### config.mk
export PLATFORM = sky130hd
export DESIGN_NAME = id_branch_fwd_ctrl_flat
export DESIGN_NICKNAME = d
export VERILOG_FILES = /design/src/rtl/id_branch_fwd_ctrl_pkg.sv /design/src/rtl/id_branch_fwd_ctrl_if.sv /design/src/rtl/id_branch_fwd_ctrl_fwd_src_match.sv /design/src/rtl/id_branch_fwd_ctrl.sv /design/src/flat_wrapper.sv
export SDC_FILE = /design/constraint.sdc
export NUM_CORES = 1
export LEC_CHECK = 0
export CORE_MARGIN = 8
export CORE_UTILIZATION = 37
export DETAILED_ROUTE_END_ITERATION = 6
export PLACE_DENSITY = 0.78
export SLEW_MARGIN = 20
export SYNTH_ARGS = -nofsm -noshare
export SYNTH_HDL_FRONTEND = slang
export SYNTH_SLANG_ARGS = --single-unit
### constraint.sdc
create_clock -name clk -period 4.15 [get_ports clk]
set_clock_uncertainty 0.15 [all_clocks]
set_input_delay 0.6225 -clock clk [delete_from_list [all_inputs] [get_ports clk]]
set_output_delay 0.6225 -clock clk [all_outputs]
set_load 0.05 [all_outputs]
### src/rtl/id_branch_fwd_ctrl_pkg.sv
// Shared pipeline definitions for the ID-stage branch bypass and hazard controller.
package pipe_pkg;

    localparam logic [1:0] SEL_RF  = 2'd0;
    localparam logic [1:0] SEL_EX  = 2'd1;
    localparam logic [1:0] SEL_MEM = 2'd2;
    localparam logic [1:0] SEL_WB  = 2'd3;

    localparam int OP_RTYPE  = 0;
    localparam int OP_REGIMM = 1;
    localparam int OP_JAL    = 3;
    localparam int OP_BEQ    = 4;
    localparam int OP_BNE    = 5;
    localparam int OP_BLEZ   = 6;
    localparam int OP_BGTZ   = 7;
    localparam int FN_JR     = 8;
    localparam int FN_JALR   = 9;

    typedef enum logic {
        ST_IDLE = 1'b0,
        ST_HOLD = 1'b1
    } fwd_state_e;

    function automatic logic [1:0] req_max(input logic [1:0] a, input logic [1:0] b);
        return (a > b) ? a : b;
    endfunction

endpackage

### src/rtl/id_branch_fwd_ctrl_if.sv
// Signal bundle between the ID stage / pipeline registers and the branch bypass controller.
// stall_count exists only when FWD_STALL_CNT_EN is defined.
interface id_branch_fwd_ctrl_if #(
    parameter int REG_AW = 5,
    parameter int OP_W   = 6
);
    logic              id_valid;
    logic [OP_W-1:0]   OpCode;
    logic [OP_W-1:0]   Funct;
    logic [REG_AW-1:0] Rs;
    logic [REG_AW-1:0] Rt;
    logic              ID_EX_RegWrite;
    logic              ID_EX_MemRead;
    logic [REG_AW-1:0] ID_EX_Write_Addr;
    logic              EX_MEM_RegWrite;
    logic              EX_MEM_MemRead;
    logic [REG_AW-1:0] EX_MEM_Write_Addr;
    logic              MEM_WB_RegWrite;
    logic [REG_AW-1:0] MEM_WB_Write_Addr;
    logic [1:0]        Select_Rs;
    logic [1:0]        Select_Rt;
    logic              Select_ALU;
    logic              Stall;
`ifdef FWD_STALL_CNT_EN
    logic [31:0]       stall_count;
`endif

    modport master (
        output id_valid, OpCode, Funct, Rs, Rt,
               ID_EX_RegWrite, ID_EX_MemRead, ID_EX_Write_Addr,
               EX_MEM_RegWrite, EX_MEM_MemRead, EX_MEM_Write_Addr,
               MEM_WB_RegWrite, MEM_WB_Write_Addr,
        input  Select_Rs, Select_Rt, Select_ALU, Stall
`ifdef FWD_STALL_CNT_EN
               , stall_count
`endif
    );

    modport slave (
        input  id_valid, OpCode, Funct, Rs, Rt,
               ID_EX_RegWrite, ID_EX_MemRead, ID_EX_Write_Addr,
               EX_MEM_RegWrite, EX_MEM_MemRead, EX_MEM_Write_Addr,
               MEM_WB_RegWrite, MEM_WB_Write_Addr,
        output Select_Rs, Select_Rt, Select_ALU, Stall
`ifdef FWD_STALL_CNT_EN
               , stall_count
`endif
    );

endinterface

### src/rtl/id_branch_fwd_ctrl_fwd_src_match.sv
// One ID source operand: picks the youngest in-flight producer and reports how many
// stall cycles a load producer still needs before it can be forwarded. Purely combinational.
module fwd_src_match
    import pipe_pkg::*;
#(
    parameter int REG_AW   = 5,
    parameter int LOAD_LAT = 2
) (
    input  logic              used_i,
    input  logic [REG_AW-1:0] src_i,
    input  logic              ex_we_i,
    input  logic              ex_rd_i,
    input  logic [REG_AW-1:0] ex_addr_i,
    input  logic              mem_we_i,
    input  logic              mem_rd_i,
    input  logic [REG_AW-1:0] mem_addr_i,
    input  logic              wb_we_i,
    input  logic [REG_AW-1:0] wb_addr_i,
    output logic [1:0]        sel_o,
    output logic [1:0]        req_o
);

    localparam logic [1:0] LAT_EX  = 2'(LOAD_LAT);
    localparam logic [1:0] LAT_MEM = 2'(LOAD_LAT - 1);

    logic ex_hit;
    logic mem_hit;
    logic wb_hit;

    // Register 0 is hardwired, so a write to it is never a producer.
    assign ex_hit  = ex_we_i  && (ex_addr_i  != '0) && (ex_addr_i  == src_i);
    assign mem_hit = mem_we_i && (mem_addr_i != '0) && (mem_addr_i == src_i);
    assign wb_hit  = wb_we_i  && (wb_addr_i  != '0) && (wb_addr_i  == src_i);

    always_comb begin
        sel_o = SEL_RF;
        req_o = 2'd0;
        if (used_i) begin
            if (ex_hit) begin
                sel_o = SEL_EX;
            end else if (mem_hit) begin
                sel_o = SEL_MEM;
            end else if (wb_hit) begin
                sel_o = SEL_WB;
            end

            if (ex_hit && ex_rd_i) begin
                req_o = LAT_EX;
            end else if (!ex_hit && mem_hit && mem_rd_i) begin
                req_o = LAT_MEM;
            end
        end
    end

endmodule

### src/rtl/id_branch_fwd_ctrl.sv
// ID-stage Rs/Rt bypass select and load-use stall sequencer for branches and jump-register.
// Selects are combinational; Stall holds IF/ID for the load latency. FWD_STALL_CNT_EN adds stall_count.
module id_branch_fwd_ctrl
    import pipe_pkg::*;
#(
    parameter int REG_AW   = 5,
    parameter int OP_W     = 6,
    parameter int LOAD_LAT = 2
) (
    input  logic                clk,
    input  logic                reset,
    id_branch_fwd_ctrl_if.slave bus
);

    logic [OP_W-1:0] op;
    logic [OP_W-1:0] fn;
    logic            is_rtype;
    logic            uses_rs;
    logic            uses_rt;
    logic [1:0]      sel_rs;
    logic [1:0]      sel_rt;
    logic [1:0]      req_rs;
    logic [1:0]      req_rt;
    logic [1:0]      req;
    logic            stall_req;
    logic            stall;

    fwd_state_e      state_q;
    logic [1:0]      cnt_q;

    assign op       = bus.OpCode;
    assign fn       = bus.Funct;
    assign is_rtype = (op == OP_W'(OP_RTYPE));

    assign uses_rs = (is_rtype && (fn == OP_W'(FN_JR) || fn == OP_W'(FN_JALR)))
                   || (op == OP_W'(OP_REGIMM))
                   || (op == OP_W'(OP_BEQ))
                   || (op == OP_W'(OP_BNE))
                   || (op == OP_W'(OP_BLEZ))
                   || (op == OP_W'(OP_BGTZ));

    assign uses_rt = (op == OP_W'(OP_BEQ)) || (op == OP_W'(OP_BNE));

    fwd_src_match #(
        .REG_AW   (REG_AW),
        .LOAD_LAT (LOAD_LAT)
    ) u_rs (
        .used_i     (uses_rs),
        .src_i      (bus.Rs),
        .ex_we_i    (bus.ID_EX_RegWrite),
        .ex_rd_i    (bus.ID_EX_MemRead),
        .ex_addr_i  (bus.ID_EX_Write_Addr),
        .mem_we_i   (bus.EX_MEM_RegWrite),
        .mem_rd_i   (bus.EX_MEM_MemRead),
        .mem_addr_i (bus.EX_MEM_Write_Addr),
        .wb_we_i    (bus.MEM_WB_RegWrite),
        .wb_addr_i  (bus.MEM_WB_Write_Addr),
        .sel_o      (sel_rs),
        .req_o      (req_rs)
    );

    fwd_src_match #(
        .REG_AW   (REG_AW),
        .LOAD_LAT (LOAD_LAT)
    ) u_rt (
        .used_i     (uses_rt),
        .src_i      (bus.Rt),
        .ex_we_i    (bus.ID_EX_RegWrite),
        .ex_rd_i    (bus.ID_EX_MemRead),
        .ex_addr_i  (bus.ID_EX_Write_Addr),
        .mem_we_i   (bus.EX_MEM_RegWrite),
        .mem_rd_i   (bus.EX_MEM_MemRead),
        .mem_addr_i (bus.EX_MEM_Write_Addr),
        .wb_we_i    (bus.MEM_WB_RegWrite),
        .wb_addr_i  (bus.MEM_WB_Write_Addr),
        .sel_o      (sel_rt),
        .req_o      (req_rt)
    );

    assign req       = req_max(req_rs, req_rt);
    assign stall_req = bus.id_valid && (req != 2'd0);

    // The first stall cycle is raised from IDLE; HOLD covers the remaining req-1 cycles.
    always_ff @(posedge clk or posedge reset) begin
        if (reset) begin
            state_q <= ST_IDLE;
            cnt_q   <= 2'd0;
        end else begin
            case (state_q)
                ST_IDLE: begin
                    if (stall_req && (req > 2'd1)) begin
                        state_q <= ST_HOLD;
                        cnt_q   <= req - 2'd1;
                    end
                end
                ST_HOLD: begin
                    cnt_q <= cnt_q - 2'd1;
                    if (cnt_q <= 2'd1) begin
                        state_q <= ST_IDLE;
                    end
                end
                default: begin
                    state_q <= ST_IDLE;
                    cnt_q   <= 2'd0;
                end
            endcase
        end
    end

    // Gating with reset lets a mid-HOLD reset release the pipeline without waiting for an edge.
    assign stall = !reset && ((state_q == ST_HOLD) || stall_req);

    assign bus.Select_Rs  = sel_rs;
    assign bus.Select_Rt  = sel_rt;
    assign bus.Select_ALU = (op == OP_W'(OP_JAL)) || (is_rtype && (fn == OP_W'(FN_JALR)));
    assign bus.Stall      = stall;

`ifdef FWD_STALL_CNT_EN
    logic [31:0] stall_cnt_q;
    logic [31:0] stall_cnt_d;

    assign stall_cnt_d = (stall_cnt_q == 32'hFFFF_FFFF) ? stall_cnt_q : stall_cnt_q + 32'd1;

    always_ff @(posedge clk or posedge reset) begin
        if (reset) begin
            stall_cnt_q <= 32'd0;
        end else if (stall) begin
            stall_cnt_q <= stall_cnt_d;
        end
    end

    assign bus.stall_count = stall_cnt_q;
`endif

endmodule

### src/flat_wrapper.sv
// flat-port wrapper written by rule: the top's interface ports become plain ports
module id_branch_fwd_ctrl_flat import pipe_pkg::*;
#(
    parameter int REG_AW   = 5,
    parameter int OP_W     = 6,
    parameter int LOAD_LAT = 2
)
  (clk, reset, bus_id_valid, bus_OpCode, bus_Funct, bus_Rs, bus_Rt, bus_ID_EX_RegWrite, bus_ID_EX_MemRead, bus_ID_EX_Write_Addr, bus_EX_MEM_RegWrite, bus_EX_MEM_MemRead, bus_EX_MEM_Write_Addr, bus_MEM_WB_RegWrite, bus_MEM_WB_Write_Addr, bus_Select_Rs, bus_Select_Rt, bus_Select_ALU, bus_Stall);
  id_branch_fwd_ctrl_if #(.REG_AW(REG_AW), .OP_W(OP_W)) bus_i ();
  input  logic clk;
  input  logic reset;
  input wire logic [$bits(bus_i.id_valid)-1:0] bus_id_valid;
  input wire logic [$bits(bus_i.OpCode)-1:0] bus_OpCode;
  input wire logic [$bits(bus_i.Funct)-1:0] bus_Funct;
  input wire logic [$bits(bus_i.Rs)-1:0] bus_Rs;
  input wire logic [$bits(bus_i.Rt)-1:0] bus_Rt;
  input wire logic [$bits(bus_i.ID_EX_RegWrite)-1:0] bus_ID_EX_RegWrite;
  input wire logic [$bits(bus_i.ID_EX_MemRead)-1:0] bus_ID_EX_MemRead;
  input wire logic [$bits(bus_i.ID_EX_Write_Addr)-1:0] bus_ID_EX_Write_Addr;
  input wire logic [$bits(bus_i.EX_MEM_RegWrite)-1:0] bus_EX_MEM_RegWrite;
  input wire logic [$bits(bus_i.EX_MEM_MemRead)-1:0] bus_EX_MEM_MemRead;
  input wire logic [$bits(bus_i.EX_MEM_Write_Addr)-1:0] bus_EX_MEM_Write_Addr;
  input wire logic [$bits(bus_i.MEM_WB_RegWrite)-1:0] bus_MEM_WB_RegWrite;
  input wire logic [$bits(bus_i.MEM_WB_Write_Addr)-1:0] bus_MEM_WB_Write_Addr;
  output wire logic [$bits(bus_i.Select_Rs)-1:0] bus_Select_Rs;
  output wire logic [$bits(bus_i.Select_Rt)-1:0] bus_Select_Rt;
  output wire logic [$bits(bus_i.Select_ALU)-1:0] bus_Select_ALU;
  output wire logic [$bits(bus_i.Stall)-1:0] bus_Stall;
  assign bus_i.id_valid = bus_id_valid;
  assign bus_i.OpCode = bus_OpCode;
  assign bus_i.Funct = bus_Funct;
  assign bus_i.Rs = bus_Rs;
  assign bus_i.Rt = bus_Rt;
  assign bus_i.ID_EX_RegWrite = bus_ID_EX_RegWrite;
  assign bus_i.ID_EX_MemRead = bus_ID_EX_MemRead;
  assign bus_i.ID_EX_Write_Addr = bus_ID_EX_Write_Addr;
  assign bus_i.EX_MEM_RegWrite = bus_EX_MEM_RegWrite;
  assign bus_i.EX_MEM_MemRead = bus_EX_MEM_MemRead;
  assign bus_i.EX_MEM_Write_Addr = bus_EX_MEM_Write_Addr;
  assign bus_i.MEM_WB_RegWrite = bus_MEM_WB_RegWrite;
  assign bus_i.MEM_WB_Write_Addr = bus_MEM_WB_Write_Addr;
  assign bus_Select_Rs = bus_i.Select_Rs;
  assign bus_Select_Rt = bus_i.Select_Rt;
  assign bus_Select_ALU = bus_i.Select_ALU;
  assign bus_Stall = bus_i.Stall;
  id_branch_fwd_ctrl #(.REG_AW(REG_AW), .OP_W(OP_W), .LOAD_LAT(LOAD_LAT)) u_core (.clk(clk), .reset(reset), .bus(bus_i));
endmodule
# --- Word-level counts from Yosys, hierarchy flattened ---
# Index checks and enable logic that the tools add are counted.
totals:
  out_inout_bits: 6
  register_bits: 3
  word_cells: 80
classes:
  n_eq_ne: 15
  add_sub_neg: 2
  muxes: 20
  n_bitwise: 1
  reduce_logical: 37
  n_lt_le_gt_ge: 3
op_table:
  columns: ["cell", "n"]
  rows:
  - ["5-bit == test", 6]
  - ["2-bit two-way mux", 14]
  - ["6-bit by 3-bit == test with 1-bit output (second input constant)", 4]
  - ["1-bit logical AND", 20]
  - ["5-bit nonzero test", 3]
  - ["6-bit by 4-bit == test with 1-bit output (second input constant)", 2]
  - ["1-bit logical OR", 9]
  - ["6-bit by 1-bit == test with 1-bit output (second input constant)", 1]
  - ["6-bit by 2-bit == test with 1-bit output (second input constant)", 1]
  - ["6-bit zero test", 1]
  - ["1-bit two-way mux", 4]
  - ["2-bit case mux with 2 select lines", 1]
  - ["2-bit by 1-bit subtractor with 2-bit output (second input constant)", 2]
  - ["1-bit zero test", 3]
  - ["2-bit by 1-bit greater-than comparator with 1-bit output (second input constant)", 1]
  - ["2-bit greater-than comparator", 1]
  - ["2-bit by 1-bit less-or-equal comparator with 1-bit output (second input constant)", 1]
  - ["2-bit by 1-bit inequality test with 1-bit output (second input constant)", 1]
  - ["1-bit case mux with 2 select lines", 1]
  - ["2-bit nonzero test", 1]
  - ["1-bit inverter", 1]

# --- Longest topological paths before layout ---
depth:
  word_depth: 16
  ltp_mapped: 17
  depth_no_buf: 17

# --- Modules after synthesis ---
# Synthesis repeated with hierarchy kept, for this count alone.
hier_totals:
  hier_cells: 119
  hier_area_um2: 859.6
by_module_without_submodules:
  columns: ["module", "cells_per_inst", "seq_area_each_um2", "area_each_um2", "instances"]
  rows:
  - ["fwd_src_match", 38, 0.0, 264.0, 2]
  - ["id_branch_fwd_ctrl", 43, 75.1, 331.6, 1]

# --- Worst setup path after synthesis ---
# Ideal clock, no wire load.
synth_path:
  path_type: "input to output"
  start: "in bus_ID_EX_Write_Addr[4]"
  end: "out bus_Stall"
  slack_ps: -270
  arrival_time_ps: 3647
  cell_stages: 13
  required_time_ps: 3377
  n_path_buf: 0
  cell_sequence: "xnor2_1 > nand3_1 > nor4_2 > or3b_2 > ha_1 > a21oi_1 > a21oi_1 > and4b_1 > o21ai_2 > ha_1 > inv_1 > a21oi_1 > nor2_1"
synth_between:
  elab_chain_cells: 15
  word_cells_on_any_way: 26
  cone_classes: "order compare: 1; eq/ne: 2; mux: 7; reduce/logical: 16"
synth_lines:
  columns: ["element", "line_no", "rtl"]
  rows:
  - ["start, declared", "flat_wrapper.sv:19", "input wire logic [$bits(bus_i.ID_EX_Write_Addr)-1:0] bus_ID_EX_Write_Addr;"]
  - ["5-bit nonzero test", "id_branch_fwd_ctrl_fwd_src_match.sv:31", "assign ex_hit = ex_we_i && (ex_addr_i != '0) && (ex_addr_i == src_i);"]
  - ["1-bit logical AND (2 in a row)", "id_branch_fwd_ctrl_fwd_src_match.sv:31", null]
  - ["1-bit zero test", "id_branch_fwd_ctrl_fwd_src_match.sv:49", "end else if (!ex_hit && mem_hit && mem_rd_i) begin"]
  - ["1-bit logical AND (2 in a row)", "id_branch_fwd_ctrl_fwd_src_match.sv:49", null]
  - ["1-bit two-way mux", "id_branch_fwd_ctrl_fwd_src_match.sv:49", null]
  - ["2-bit two-way mux", "id_branch_fwd_ctrl_fwd_src_match.sv:47", "if (ex_hit && ex_rd_i) begin"]
  - ["2-bit two-way mux", "id_branch_fwd_ctrl_fwd_src_match.sv:38", "if (used_i) begin"]
  - ["2-bit greater-than comparator", "id_branch_fwd_ctrl_pkg.sv:25", "return (a > b) ? a : b;"]
  - ["2-bit two-way mux *", "id_branch_fwd_ctrl_pkg.sv:25", null]
  - ["2-bit nonzero test *", "id_branch_fwd_ctrl.sv:81", "assign stall_req = bus.id_valid && (req != 2'd0);"]
  - ["1-bit logical AND *", "id_branch_fwd_ctrl.sv:81", null]
  - ["1-bit logical OR *", "id_branch_fwd_ctrl.sv:111", "assign stall = !reset && ((state_q == ST_HOLD) || stall_req);"]
  - ["1-bit logical AND *", "id_branch_fwd_ctrl.sv:111", null]
  - ["end, declared", "flat_wrapper.sv:28", "output wire logic [$bits(bus_i.Stall)-1:0] bus_Stall;"]
# Mark *: on every way between the ends. The rest lies on a longest branch, timed or not.

# --- Worst setup path in the final report ---
layout_path:
  start: "in bus_Rt[0]"
  end: "out bus_Stall"
layout_between:
  elab_chain_cells: 14
  word_cells_on_any_way: 17
  cone_classes: "order compare: 1; eq/ne: 2; mux: 4; reduce/logical: 10"
layout_lines:
  columns: ["element", "line_no", "rtl"]
  rows:
  - ["start, declared", "flat_wrapper.sv:16", "input wire logic [$bits(bus_i.Rt)-1:0] bus_Rt;"]
  - ["5-bit == test", "id_branch_fwd_ctrl_fwd_src_match.sv:31", null]
  - ["1-bit logical AND", "id_branch_fwd_ctrl_fwd_src_match.sv:31", null]
  - ["1-bit zero test", "id_branch_fwd_ctrl_fwd_src_match.sv:49", null]
  - ["1-bit logical AND (2 in a row)", "id_branch_fwd_ctrl_fwd_src_match.sv:49", null]
  - ["1-bit two-way mux", "id_branch_fwd_ctrl_fwd_src_match.sv:49", null]
  - ["2-bit two-way mux *", "id_branch_fwd_ctrl_fwd_src_match.sv:47", null]
  - ["2-bit two-way mux *", "id_branch_fwd_ctrl_fwd_src_match.sv:38", null]
  - ["2-bit greater-than comparator", "id_branch_fwd_ctrl_pkg.sv:25", null]
  - ["2-bit two-way mux *", "id_branch_fwd_ctrl_pkg.sv:25", null]
  - ["2-bit nonzero test *", "id_branch_fwd_ctrl.sv:81", null]
  - ["1-bit logical AND *", "id_branch_fwd_ctrl.sv:81", null]
  - ["1-bit logical OR *", "id_branch_fwd_ctrl.sv:111", null]
  - ["1-bit logical AND *", "id_branch_fwd_ctrl.sv:111", null]
# Marked as above.

==> out/qor.yml <==
status: "finished clean"
drt_first_pass_iters: 4
worstPathCellList: "dlygate4sd2_1 > buf_4 > xor2_1 > or4_4 > inv_2 > and3_4 > ha_2 > inv_1 > a21oi_2 > a21oi_2 > and4b_1 > o21ai_2 > ha_2 > inv_2 > a21oi_2 > nor2_4 > buf_12"
port_buffers: 50
synth.area.top_cells: "xnor2_1 19%, xor2_1 13%, dfrtp_1 9.1%, ha_1 9.1%, nor4_1 3.8%"
avgSynthCellArea_um2: 7.85
num_vias: 1078
worst-path-buf-inv: 6
numCtsBuffers: 3
die_w_um: 63.2
initial_core_util_pct: 38.0
setup_violations: 0
finalCritPeriodShare_pct: 97.1
r2r-end: "u_core.cnt_q[0]"
synthArstFlopShare_pct: 100
worst-setup-path-type: "in2out"
path_depth: 17
power.density_nw_per_um2: 112
clk_path_buf_depth: 2
yosysWarningCount: 0
wl_per_cell_um: 14.1
grt_overflow_total: 0
slowest_stage: "or4_4"
cts_sinks: 3
first_global_vias: 1224
synth_seq_cells: 3
h-tree-depth: 1
routed_wl_um: 3060
cts_root_buffer: "clkbuf_4"
slew_violations: 0
yosysMostFrequentCell: "xnor2_1"
crit_path_end_kind: "output pin"
ys_seq_area_share_pct: 9.10
yosys_most_used_dff: "dfrtp_1"
post-dp-hpwl_um: 2590
via_per_inst: 4.97
synthCells: 105
antenna_found_initial: 0
n_antenna_cell: 0
synth_nets: 156
max_stage_delay_ns: 0.49
die_area_um2: 3990
ios: 51
final-hold-violation-count: 0
setup_tns_ns: 0
syn-cell-area_um2: 825
ir_drop_mv: 0.130
drv_cap: 0
p_total_w: 0.000192
crit_required_ns: 3.38
grt_pass1_wl_um: 4930
dieHeight_um: 63.2
num-fill-cells: 160
grt_usage_pct: 14.5
relSlewSlack_pct: 66.5
min_path_type: "reg2reg"
crit_end: "bus_Stall"
cp_max_fo: 2
drtAntennaViolNets: 0
clk_latency_ns: 0.23
regArea_um2: 75.1
grt_max_degree: 9
cts_tree: "built"
rrSetupSlack_ns: 3.02
clk_pin_slew_worst_paths_ns: 0.04
finalCriticalPeriod_ns: 4.03
worstMarginPinSlew_ns: 0.501
cp.arrival_ns: 3.26
gp_congestion: 0.875
drive_gt1_share_pct: 37.6
synthDistinctLibCells: 31
synth_edf_count: 0
fin_ws_ns: 0.121
p_leak_nw: 0.762
yosysTopAreaCellShare_pct: 19.1
multi_input_area_um2: 837
cp-start-kind: "input port"
area_growth_pct: 108
critPathTopFamily: "simple AND/OR/NAND/NOR gates"
drt_iter0_drc: 18
rows: 17
r2r_start: "u_core.state_q"
coreArea_um2: 2170
drc: 0
dp_slack_ns: -0.346
nets: 241
synth.top_cells.by_count: "18 x xnor2_1, 12 x xor2_1, 8 x inv_1"
path_common_cell: "a21oi_2"
synth_top_area_cell: "xnor2_1"
fmax_mhz: 248
r2r_cells: 2
crit_start: "bus_Rt[0]"
per-stage QoR:
| stage | cells | cell area [um2] | utilization, % | hold WS, ns |
|---|---|---|---|---|
| after floorplan | 105 | 832 | - | 0.226 |
| after global placement | 208 | 1560 | 72.0 | 0.394 |
| after detailed placement | 208 | 1560 | 72.0 | 0.421 |
| after CTS | 214 | 1650 | 76.0 | 0.428 |
| after global routing | 217 | 1720 | 79.1 | 0.455 |
| final | 217 | 1720 | 79.1 | 0.425 |
worst min-delay path by stage:
stage | from | end | slack, ns | cells after the start
floorplan | reset | u_core.cnt_q[0] | 0.23 | 1
global placement | u_core.cnt_q[1] | u_core.state_q | 0.39 | 2
detailed placement | u_core.cnt_q[1] | u_core.state_q | 0.42 | 2
CTS | u_core.cnt_q[1] | u_core.state_q | 0.43 | 2
global route | u_core.cnt_q[1] | u_core.state_q | 0.45 | 2
finish | u_core.cnt_q[1] | u_core.state_q | 0.43 | 2
cells by family after synthesis:
kind of cell | Yosys count | synth area share (%)
fa+ha+maj | 6 | 9.10
simple gates | 42 | 33.8
xor+xnor | 30 | 31.9
buf+inv | 9 | 4.10
compound gates | 15 | 12.0
flops | 3 | 9.10
power by group:
part | total (W) | leakage (nW) | internal (W) | switching, W
registers | 0.0000294 | 0.0419 | 0.0000294 | 0.00000000194
clock network | 0.0000518 | 0.0150 | 0.0000361 | 0.0000157
logic | 0.000111 | 0.705 | 0.0000661 | 0.0000447
total | 0.000192 | 0.762 | 0.000132 | 0.0000604
flip-flops by register name, indices dropped and copies added, names as in the netlist:
register        count
u_core.cnt_q        2
u_core.state_q      1
final cells by class:
type	count	area share [%]
clock buffers	4	1.53
inverters	8	1.75
multi-input cells	93	48.8
flip-flops and latches	3	4.38
well taps	28	2.04
repair buffers	81	41.5
placed cells by master (no fill, tap or decap), types with 2 or more instances in the layout:
master,netlist,layout
nor2_1,7,4
nand3_1,4,4
nor3b_1,3,3
dfrtp_1,3,3
nor4_4,1,3
nor2_4,0,2
dlymetal6s2s_1,0,8
or4_1,2,2
o21ai_0,2,2
ha_2,0,2
o21a_1,2,2
nand2_1,3,3
nand3b_1,2,2
and3_4,0,2
nor4_2,1,2
nand4_1,2,2
xnor2_1,18,17
buf_4,0,33
or4_4,2,2
a21oi_2,0,3
clkbuf_2,0,8
inv_2,0,2
nor4_1,5,2
a21oi_1,6,3
clkdlybuf4s50_1,0,24
xor2_1,12,12
ha_1,6,3
inv_1,8,6
nand2b_1,2,2
dlygate4sd2_1,0,6
clkbuf_4,0,3
worst register-to-register path: cells and delay by family, from the launching register on:
kind | cells | cell delay [ns]
AND/OR/NAND/NOR | 1 | 0.08
flip-flops | 1 | 0.47
AO/OA/AOI/OAI | 1 | 0.31
metal layers:
layer  vias up  share of wire [%]  GRT usage, %
met5         -                  0             0
met4         0                1.2          5.85
met3         6                6.6          3.36
met2        37                 54          29.3
met1       488                 38          13.5
li1        547                  -             -
repair_timing:
item                                    CTS  global route
hold endpoints to repair                  0             0
hold buffers                              0             0
setup buffers                             2             3
pin swaps                                 8            20
gates resized for setup                  29            33
endpoints found under the setup margin    1             1
(Power assumes the default switching activity.)
==> RTL change, RTL diff (same flow settings) <==
`REG_AW` is set to 5 in 4 places; all go to 7.
--- a/src/rtl/id_branch_fwd_ctrl_if.sv
+++ b/src/rtl/id_branch_fwd_ctrl_if.sv
@@ -3,3 +3,3 @@
 interface id_branch_fwd_ctrl_if #(
-    parameter int REG_AW = 5,
+    parameter int REG_AW = 7,
     parameter int OP_W   = 6
--- a/src/rtl/id_branch_fwd_ctrl_fwd_src_match.sv
+++ b/src/rtl/id_branch_fwd_ctrl_fwd_src_match.sv
@@ -5,3 +5,3 @@
 #(
-    parameter int REG_AW   = 5,
+    parameter int REG_AW   = 7,
     parameter int LOAD_LAT = 2
--- a/src/rtl/id_branch_fwd_ctrl.sv
+++ b/src/rtl/id_branch_fwd_ctrl.sv
@@ -5,3 +5,3 @@
 #(
-    parameter int REG_AW   = 5,
+    parameter int REG_AW   = 7,
     parameter int OP_W     = 6,
--- a/src/flat_wrapper.sv
+++ b/src/flat_wrapper.sv
@@ -3,3 +3,3 @@
 #(
-    parameter int REG_AW   = 5,
+    parameter int REG_AW   = 7,
     parameter int OP_W     = 6,
Ports: changed (5 resized); port bits go from 51 to 61. No check against the original RTL was run, so the function may have changed too.
==> RTL change against the original RTL <==
The flow now finishes with violations (negative setup slack). Largest cell class unchanged. Routed wire length rose by 54%. Maximum frequency fell by 3.9%. Clock power rose by 4%. Total power rose by 20%. Final area rose by 22%. Sequential cell count did not move. Worst setup slack got worse by 160 ps. Synthesized area rose by 19%.
==> RTL change: results (changes against the original RTL) <==
worst-margin pin slew=517 ps (+16.0 ps); met1 Use GR=0.170 (+0.0359); first-pass GRT wire length=6310 um (+28%); initial antenna violation count=0 (unchanged); via count=1395 (+29%); post-synthesis sequential area ratio=0.0767 (-0.0143); status=finished, violations left; WHS=402 ps (-22.9 ps); largest net degree at the start of global routing=8 (-1); violated checks=negative setup slack; GP Congestion=0.864 (-1.2%); Hold Path Origin=u_core.cnt_q[1]; syn_nets=187 (+20%); Mapped Cells=126 (+20%); R2R Setup Slk=3070 ps (+50 ps); GRT busiest layer=met2; dpl ws=-419 ps (-73.3 ps); Cell Area, Placed=1790 um^2 (+15%); H-tree depth=1 (unchanged); Netlist cell types=33 (+6.5%); M1 WL=1660 um (+42%); GRT met2 Usage=0.348 (+0.0545); CTS buffer count=3 (unchanged); crit-path max FO=2 (unchanged); clock-pin slew on the worst setup and hold paths=40 ps (about the same); clk_lat worst skew=roughly 240 ps; slowest stage delay, CP=540 ps (+50 ps); gr usage total=0.174 (+0.0289); ys flop type=dfrtp_1; post-CTS setup buffer count=3 (+1); CTS max path bufs=2 (unchanged); DRC marker count from the first detailed-route iteration=46 (+28); vias in the first global route=1459 (+19%); Worst R2R Start=u_core.state_q; leading post-synthesis cells by cell area=xnor2_1 (25%), xor2_1 (13%), dfrtp_1 (7.7%), ha_1 (7.7%), nand3_1 (5.1%); Final #Nets=284 (+18%); PnR worst setup slack=-41.3 ps (-162 ps); slowest cell on the critical path=or4_4; WHS Path Cells=2 (unchanged); static leakage=0.000898 uW (+18%); met3 routed WL=280 um (+38%); met3 usage=0.0414 (+0.00782); detailed placement HPWL=3340 um (+29%); buffers added on ports=60 (+20%); # setup viols final=1 (+1); Highest Signal Layer=met4; met2 wire length=2610 um (+58%); post-route setup TNS=-41.3 ps (-41.3 ps); layout cells sized above 1=0.338 (-0.0378); CP arrival=3420 ps (+160 ps); drt pass-1 iters=5 (+1); Max VDD drop=0.136 mV (+5.0%); placed cells=238 (+14%); FFs w/ async S/R, synth=1.00 (unchanged); post-detailed-route wirelength per cell=18.8 um (+33%); CTS resizes=39 (+34%); Layout Cells excl Fill=252 (+16%); Synth top cells by count=xnor2_1 (28), xor2_1 (14), nand3_1 (10)
## RTL change: cell count changes after synthesis, moves of 2 or more
| cell | change |
|---|---|
| nor3_1 | +6 |
| o21ai_1 | +2 |
| nand4_1 | +2 |
| nand3b_1 | -2 |
| o31ai_1 | +2 |
| inv_1 | -2 |
| nor2_1 | -2 |
| nand2_1 | +2 |
| xor2_1 | +2 |
| o21ai_2 | -2 |
| xnor2_1 | +10 |
| nor3b_1 | -2 |
| nand3_1 | +6 |
## RTL change: cell families after synthesis
logic type / count (synthesis) / share of synthesized area
fa+ha+maj: 6 / 0.0767
flops: 3 / 0.0767
buf+inv: 7 / 0.0268
simple gates: 50 / 0.302
compound gates: 18 / 0.142
xor+xnor: 42 / 0.376
## RTL change: cell type report
class | instances | area [um^2]
Clock buffer | 4 | 26.3
Fill cell | 145 | 403
Inverter | 7 | 26.3
Multi-Input combinational cell | 116 | 1070
Sequential cell | 3 | 75.1
Tap cell | 30 | 37.5
Timing Repair Buffer | 92 | 858
## RTL change: worst max-delay path by stage
stage | start | slack (ps) | depth (start not counted) | end
detailed placement | bus_ID_EX_Write_Addr[2] | -420 | 16 | bus_Stall
finish | bus_ID_EX_Write_Addr[5] | -40 | 16 | bus_Stall
CTS | bus_ID_EX_Write_Addr[5] | -60 | 16 | bus_Stall
global placement | bus_ID_EX_Write_Addr[2] | -300 | 16 | bus_Stall
floorplan | bus_ID_EX_Write_Addr[2] | 30 | 14 | bus_Stall
global route | bus_Funct[2] | -150 | 17 | bus_Stall
## RTL change: where the power goes
group	switching, uW	internal, uW	leakage (uW)	total [uW]
registers	0.000137	29.4	0.0000419	29.4
logic	64.1	84.0	0.000841	148
clock network	17.5	36.2	0.0000150	53.7
total	81.6	150	0.000898	231
